File: config.mk
export PLATFORM = sky130hd
export DESIGN_NAME = switch_debounce
export DESIGN_NICKNAME = d
export VERILOG_FILES = /design/src/rtl/switch_debounce.sv
export SDC_FILE = /design/constraint.sdc
export NUM_CORES = 1
export LEC_CHECK = 0
export BUFFER_PORTS_ARGS = -buffer_cell sky130_fd_sc_hd__buf_2
export CORE_MARGIN = 2
export CORE_UTILIZATION = 65
export DETAILED_ROUTE_END_ITERATION = 16
export GPL_TIMING_DRIVEN = 0
export PLACE_DENSITY_LB_ADDON = 0.08
export SETUP_SLACK_MARGIN = 0.05
export SYNTH_ARGS = -nofsm -noshare
export SYNTH_HDL_FRONTEND = slang
export SYNTH_SLANG_ARGS = --single-unit
File: constraint.sdc
create_clock -name clk -period 5.4 [get_ports clk]
set_input_delay 0.81 -clock clk [delete_from_list [all_inputs] [get_ports clk]]
set_output_delay 0.81 -clock clk [all_outputs]
set_load 0.01 [all_outputs]
File: src/rtl/switch_debounce.sv
// Slide-switch conditioner: per-bit synchroniser plus stability-counter debounce,
// with registered stable vector and one-cycle rise/fall/change strobes.
module switch_debounce #(
  parameter int unsigned WIDTH           = 8,
  parameter int unsigned SYNC_STAGES     = 2,
  parameter int unsigned DEBOUNCE_CYCLES = 1000000
) (
  input  logic             clk,
  input  logic             rst_n,
  input  logic [WIDTH-1:0] switch,
  output logic [WIDTH-1:0] sw_stable,
  output logic [WIDTH-1:0] sw_rise,
  output logic [WIDTH-1:0] sw_fall,
  output logic             sw_changed
);

  localparam int unsigned CNT_W = (DEBOUNCE_CYCLES > 1) ? $clog2(DEBOUNCE_CYCLES) : 1;
  localparam logic [CNT_W-1:0] CntMax = CNT_W'(DEBOUNCE_CYCLES - 1);
  localparam logic [CNT_W-1:0] CntOne = CNT_W'(1);

  logic [WIDTH-1:0] sync_q [SYNC_STAGES];
  logic [WIDTH-1:0] sync_s;
  logic [WIDTH-1:0] stable_q, stable_d;
  logic [WIDTH-1:0] rise_q, fall_q;
  logic             changed_q;

  // Plain flop chain; nothing may sit between stages.
  always_ff @(posedge clk or negedge rst_n) begin
    if (!rst_n) begin
      for (int k = 0; k < SYNC_STAGES; k++) begin
        sync_q[k] <= '0;
      end
    end else begin
      sync_q[0] <= switch;
      for (int k = 1; k < SYNC_STAGES; k++) begin
        sync_q[k] <= sync_q[k-1];
      end
    end
  end

  assign sync_s = sync_q[SYNC_STAGES-1];

  for (genvar i = 0; i < WIDTH; i++) begin : g_bit
    logic [CNT_W-1:0] cnt_q, cnt_d;
    logic             mismatch;
    logic             at_max;

    assign mismatch    = sync_s[i] ^ stable_q[i];
    assign at_max      = (cnt_q == CntMax);
    // Any agreement with the stable value restarts the count from zero.
    assign cnt_d       = (mismatch && !at_max) ? cnt_q + CntOne : '0;
    assign stable_d[i] = (mismatch && at_max) ? sync_s[i] : stable_q[i];

    always_ff @(posedge clk or negedge rst_n) begin
      if (!rst_n) begin
        cnt_q <= '0;
      end else begin
        cnt_q <= cnt_d;
      end
    end
  end

  always_ff @(posedge clk or negedge rst_n) begin
    if (!rst_n) begin
      stable_q  <= '0;
      rise_q    <= '0;
      fall_q    <= '0;
      changed_q <= 1'b0;
    end else begin
      stable_q  <= stable_d;
      rise_q    <= stable_d & ~stable_q;
      fall_q    <= ~stable_d & stable_q;
      changed_q <= |(stable_d ^ stable_q);
    end
  end

  assign sw_stable  = stable_q;
  assign sw_rise    = rise_q;
  assign sw_fall    = fall_q;
  assign sw_changed = changed_q;

endmodule

### Yosys cells after proc, flatten, opt, wreduce, memory -nomap -nowiden

Cells that the tools add are included.

| cells by class | value |
|---|---|
| muxes and demuxes | 16 |
| equal/unequal tests | 8 |
| $add $sub $neg | 8 |
| reduce and logical (&&, ||, !) cells | 25 |
| bitwise logic cells | 13 |

Operators with widths:

| operator | number |
|---|---|
| adder 20 x 1 -> 20 bit (second input constant) | 8 |
| equality test 20 bit (second input constant) | 8 |
| 2-to-1 mux 20 bit | 8 |
| AND 8 bit | 2 |
| logical AND 1 bit | 16 |
| inverter 8 bit | 2 |
| logical NOT 1 bit | 8 |
| 2-to-1 mux 1 bit | 8 |
| OR reduction 8 bit | 1 |
| bitwise XOR 1 bit | 8 |
| bitwise XOR 8 bit | 1 |

| word-level totals | value |
|---|---|
| logic and storage cells | 84 |
| flip-flop bits (word level) | 201 |
| output and inout port bits | 25 |
| input port bits | 10 |

### Longest topological paths before layout

| logic depth | value |
|---|---|
| depth in word-level cells | 5 |
| mapped depth | 9 |
| gate-level depth less buffers | 8 |

### Least setup slack after synthesis

OpenSTA, ideal clock, no wires.

| path | value |
|---|---|
| kind | reg2reg |
| from | register g_bit[7].cnt_q[7] |
| to | register changed_q, in the netlist sw_changed |
| arrival | 2365 ps |
| path buffers | 0 |
| stages on the path, launching flop included | 7 |
| clock period less this slack | 2492 ps |
| data required time | 5273 ps |
| slack | 2908 ps |
| library setup time | 127 ps |
| path through | dfrtp_1 -> or4b_2 -> nor3_1 -> mux2_2 -> ha_1 -> nand4_1 -> or2_2 |

| between the ends | value |
|---|---|
| longest elaborated chain between the ends | 5 |

Ends and longest elaborated chain:

| item | line | RTL |
|---|---|---|
| start: declaration | 44 | `logic [CNT_W-1:0] cnt_q, cnt_d;` |
| start signal: assignment | 58 | `cnt_q <= cnt_d;` |
| equality test 20 bit | 49 | `assign at_max = (cnt_q == CntMax);` |
| logical AND 1 bit | 52 | `assign stable_d[i] = (mismatch && at_max) ? sync_s[i] : stable_q[i];` |
| 2-to-1 mux 1 bit | 52 |  |
| net stable_d[7] | 23 | `logic [WIDTH-1:0] stable_q, stable_d;` |
| bitwise XOR 8 bit | 73 | `changed_q <= \|(stable_d ^ stable_q);` |
| OR reduction 8 bit | 73 |  |
| end signal: assignment | 73 |  |
| end: declaration | 25 | `logic changed_q;` |

The timed path passes the listed nets, and every way through them passes these cells.

### Worst setup path in the final report

| path | value |
|---|---|
| from | register g_bit[2].cnt_q[0] |
| to | register changed_q, in the netlist sw_changed |

| between the ends | value |
|---|---|
| longest elaborated chain between the ends | 5 |

Ends and longest elaborated chain:

| item | line |
|---|---|
| start: declaration | 44 |
| start signal: assignment | 58 |
| equality test 20 bit | 49 |
| logical AND 1 bit | 52 |
| 2-to-1 mux 1 bit | 52 |
| net stable_d[2] | 23 |
| bitwise XOR 8 bit | 73 |
| OR reduction 8 bit | 73 |

The timed path passes the listed nets, and every way through them passes these cells.

==> out/summary.json <==
{
  "power_and_ir_drop": {
    "intPower_mw": 2.45,
    "power_per_cell_area_mw_per_mm2": 291,
    "power.share.switching_pct": 21.4,
    "net_switching_component_of_the_power_uw": 665,
    "cellLeakagePower_nw": 4.47,
    "irDropWorstVdd_uv": 315,
    "power.sequential.fraction_pct": 49.7,
    "share_comb_of_total_power_pct": 2.9,
    "pwr-share-clk_pct": 47.4
  },
  "route": {
    "drc": 0,
    "initialDrtViolationCount": 407,
    "routed_via_density": 5.83,
    "vias": 6925,
    "drt.antenna.violating_nets": 0,
    "avgRoutedWirePerCell_um": 15.1,
    "drt-pass1-iter-count": 5,
    "routed_wl_um": 18000
  },
  "worst_setup_path": {
    "critPathCaptureType": "flop",
    "cp_data_arrival_time_ns": 3.22,
    "cp-start-kind": "flop",
    "worst-r2r-setup-slack_ns": 2.56,
    "cp_max_fo": 7,
    "worstSetupPathType": "flop to flop",
    "critPathRequiredTime_ns": 5.78
  },
  "timing": {
    "achievable-frequency_mhz": 352,
    "layout_min_cycle_time_ns": 2.84,
    "finalHoldViolCount": 0,
    "timing.max_slew.rel_slack_pct": 48.3,
    "report.final.setup_viol": 0,
    "worstMarginPinSlew_ns": 0.770,
    "rsz_0062_raised_after_global_routing": "false",
    "final.setup.tns_ns": 0,
    "finalMaxSlewViolations": 0,
    "skew_ns": 0.00887,
    "final_critical_path_setup_slack_ns": 2.56,
    "period_share_pct": 52.5
  },
  "yosys": {
    "synth_cells": 929,
    "ys_ff_latch": 201,
    "synthesis.area_mm2": 0.00952,
    "async_flop_share_pct": 100,
    "synth.avg_cell_area_um2": 10.3,
    "warning_count_from_the_yosys_run": 0,
    "synth.yosys.seq_area_share_pct": 52.8,
    "synth_edf_count": 0,
    "synth.distinct_cells": 36,
    "post_syn_nets": 963,
    "synth_flop_cell": "dfrtp_1"
  },
  "floorplanning": {
    "rows": 44,
    "core-area_mm2": 0.0144,
    "io-pin-count": 35,
    "die_area_mm2": 0.0156,
    "floorplan.initialDensity_pct": 66.0,
    "die_w_um": 125,
    "die-height_um": 125
  },
  "clock_tree": {
    "cts_tree": "built",
    "cts_made_buffers": 22,
    "clock_tree.root_cell": "clkbuf_16",
    "cts_setup_buffers": 0,
    "ctsHtreeMaxLevel": 1,
    "cts_hold_buffers": 0,
    "clock_sinks": 201,
    "post_cts_sizing_count": 0,
    "clock_path_buffers": 3,
    "clkTransAtPathRegs_ns": 0.06,
    "worst_skew_late_latency_ns": 0.50
  },
  "grt": {
    "sum_of_overflow_across_all_layers_after_global_routing": 0,
    "first_pass_grt_wire_length_um": 31400,
    "grt_max_degree": 129,
    "via_count_of_the_first_global_routing_pass": 6691,
    "grt_antenna_before_repair": 0,
    "global_route.usage.total_pct": 23.6
  },
  "finish": {
    "post_route_cells_drive_above_1_share_pct": 11.1,
    "final_nets": 1022,
    "final_cell_mix": "dfrtp_1, nor2_1, xnor2_1",
    "layout_commonest_cell": "dfrtp_1",
    "fillCellCount": 1040,
    "antenna_cells_inserted": 0,
    "area_growth_pct": 12.3,
    "layout.core_utilization_pct": 74.1
  },
  "place": {
    "gp_congestion": 0.828,
    "place_ws_ns": 2.58,
    "placement.io_buffers": 34,
    "place_hpwl_um": 11800
  },
  "job": {
    "max-cap-violations": 0
  },
  "run_status": {
    "result_of_the_run": "finished, final reports clean"
  },
  "worst_hold_path": {
    "hold_class": "input pin to async pin"
  }
}
==> metrics by stage <==
stage          cells  hold slack [ns]  power [mW]  area (um2)
4_1_cts         1188            0.293        3.15       10700
2_1_floorplan    929            0.331        1.61        9520
6_report        1188            0.283        3.11       10700
3_5_place_dp    1148            0.336        1.66        9960
5_1_grt         1188            0.330        3.23       10700
3_3_place_gp    1147            0.333        1.66        9920
==> flip-flops by register name (all words and copies together), names as in the netlist <==
register,flops
sw_changed,1
sync_s,8
sync_q,8
sw_fall,8
sw_stable,8
sw_rise,8
g_bit.cnt_q,160
==> metal layers <==
layer	track usage, %	part of all wire, %	up-vias
met4	6.47	2.3	0
met2	38.1	47	136
met5	0	0	-
met1	34.1	47	3332
met3	3.34	3.6	38
li1	-	-	3419
==> power groups by stage <==
stage	clock network [mW]	logic, mW	registers (mW)
global placement	0	0.0862	1.57
CTS	1.51	0.0927	1.55
finish	1.47	0.0894	1.55
global route	1.57	0.105	1.55
detailed placement	0	0.0913	1.57
floorplan	0	0.0434	1.57
==> critical path: stages (launching register included) <==
cell and delay, ns:
dfrtp_1 0.39, ha_1 0.23, and4_1 0.22, clkbuf_1 0.25
nand2_1 0.14, nor3_1 0.35, mux2_2 0.40, ha_1 0.29
nand4_1 0.13, or2_2 0.32
==> path summary, 6_finish.rpt <==
check,startpoint,end,depth (start not counted)
setup reg to reg,g_bit[2].cnt_q[0],sw_changed,9
hold reg to reg,sync_q[11],sync_s[3],0
max in group asynchronous,rst_n,g_bit[0].cnt_q[13],2
hold / removal,rst_n,sync_q[9],1
setup / recovery,g_bit[2].cnt_q[0],sw_changed,9
min in group clk,sync_q[11],sync_s[3],0
==> cell usage after synthesis, drive strengths merged (2+ instances only) <==
cell | count | area (um2)
mux2 | 8 | 90.1
clkbuf | 14 | 52.6
o31ai | 23 | 216
or4 | 19 | 143
xor2 | 51 | 447
mux2i | 8 | 80.1
dfrtp | 201 | 5030
or3 | 19 | 120
nand4 | 48 | 307
nand2 | 47 | 176
nand3 | 55 | 275
o21ai | 18 | 90.1
inv | 39 | 146
xnor2 | 62 | 543
and4 | 12 | 105
nor2 | 125 | 469
nor4 | 28 | 175
ha | 24 | 300
nor3 | 28 | 140
a21oi | 40 | 200
a31o | 5 | 43.8
or2 | 7 | 43.8
nor4b | 4 | 35.0
nand3b | 2 | 15.0
nand4b | 5 | 43.8
buf | 8 | 40.0
and2 | 12 | 75.1
and3 | 13 | 81.3
==> final cells by class <==
cell class                      count  area (um2)  area share, %
Clock inverter                      9        75.1          0.702
Sequential cell                   201        5030           47.0
Timing Repair Buffer               35         208           1.94
Buffer                             22        92.6          0.866
Tap cell                          184         230           2.15
Clock buffer                       31         656           6.13
Inverter                           39         146           1.37
Multi-Input combinational cell    667        4250           39.8
==> kinds of logic after synthesis <==
logic type               Yosys count  synth area share (%)
flip-flops                       201                  52.8
XOR/XNOR                         113                  10.4
AO/OA/AOI/OAI                     87                  5.87
AND/OR/NAND/NOR                  427                  23.5
multiplexers                      16                  1.79
buffers and inverters             61                  2.51
adder cells (fa/ha/maj)           24                  3.15
No activity file was read; power rests on OpenSTA's default activity.
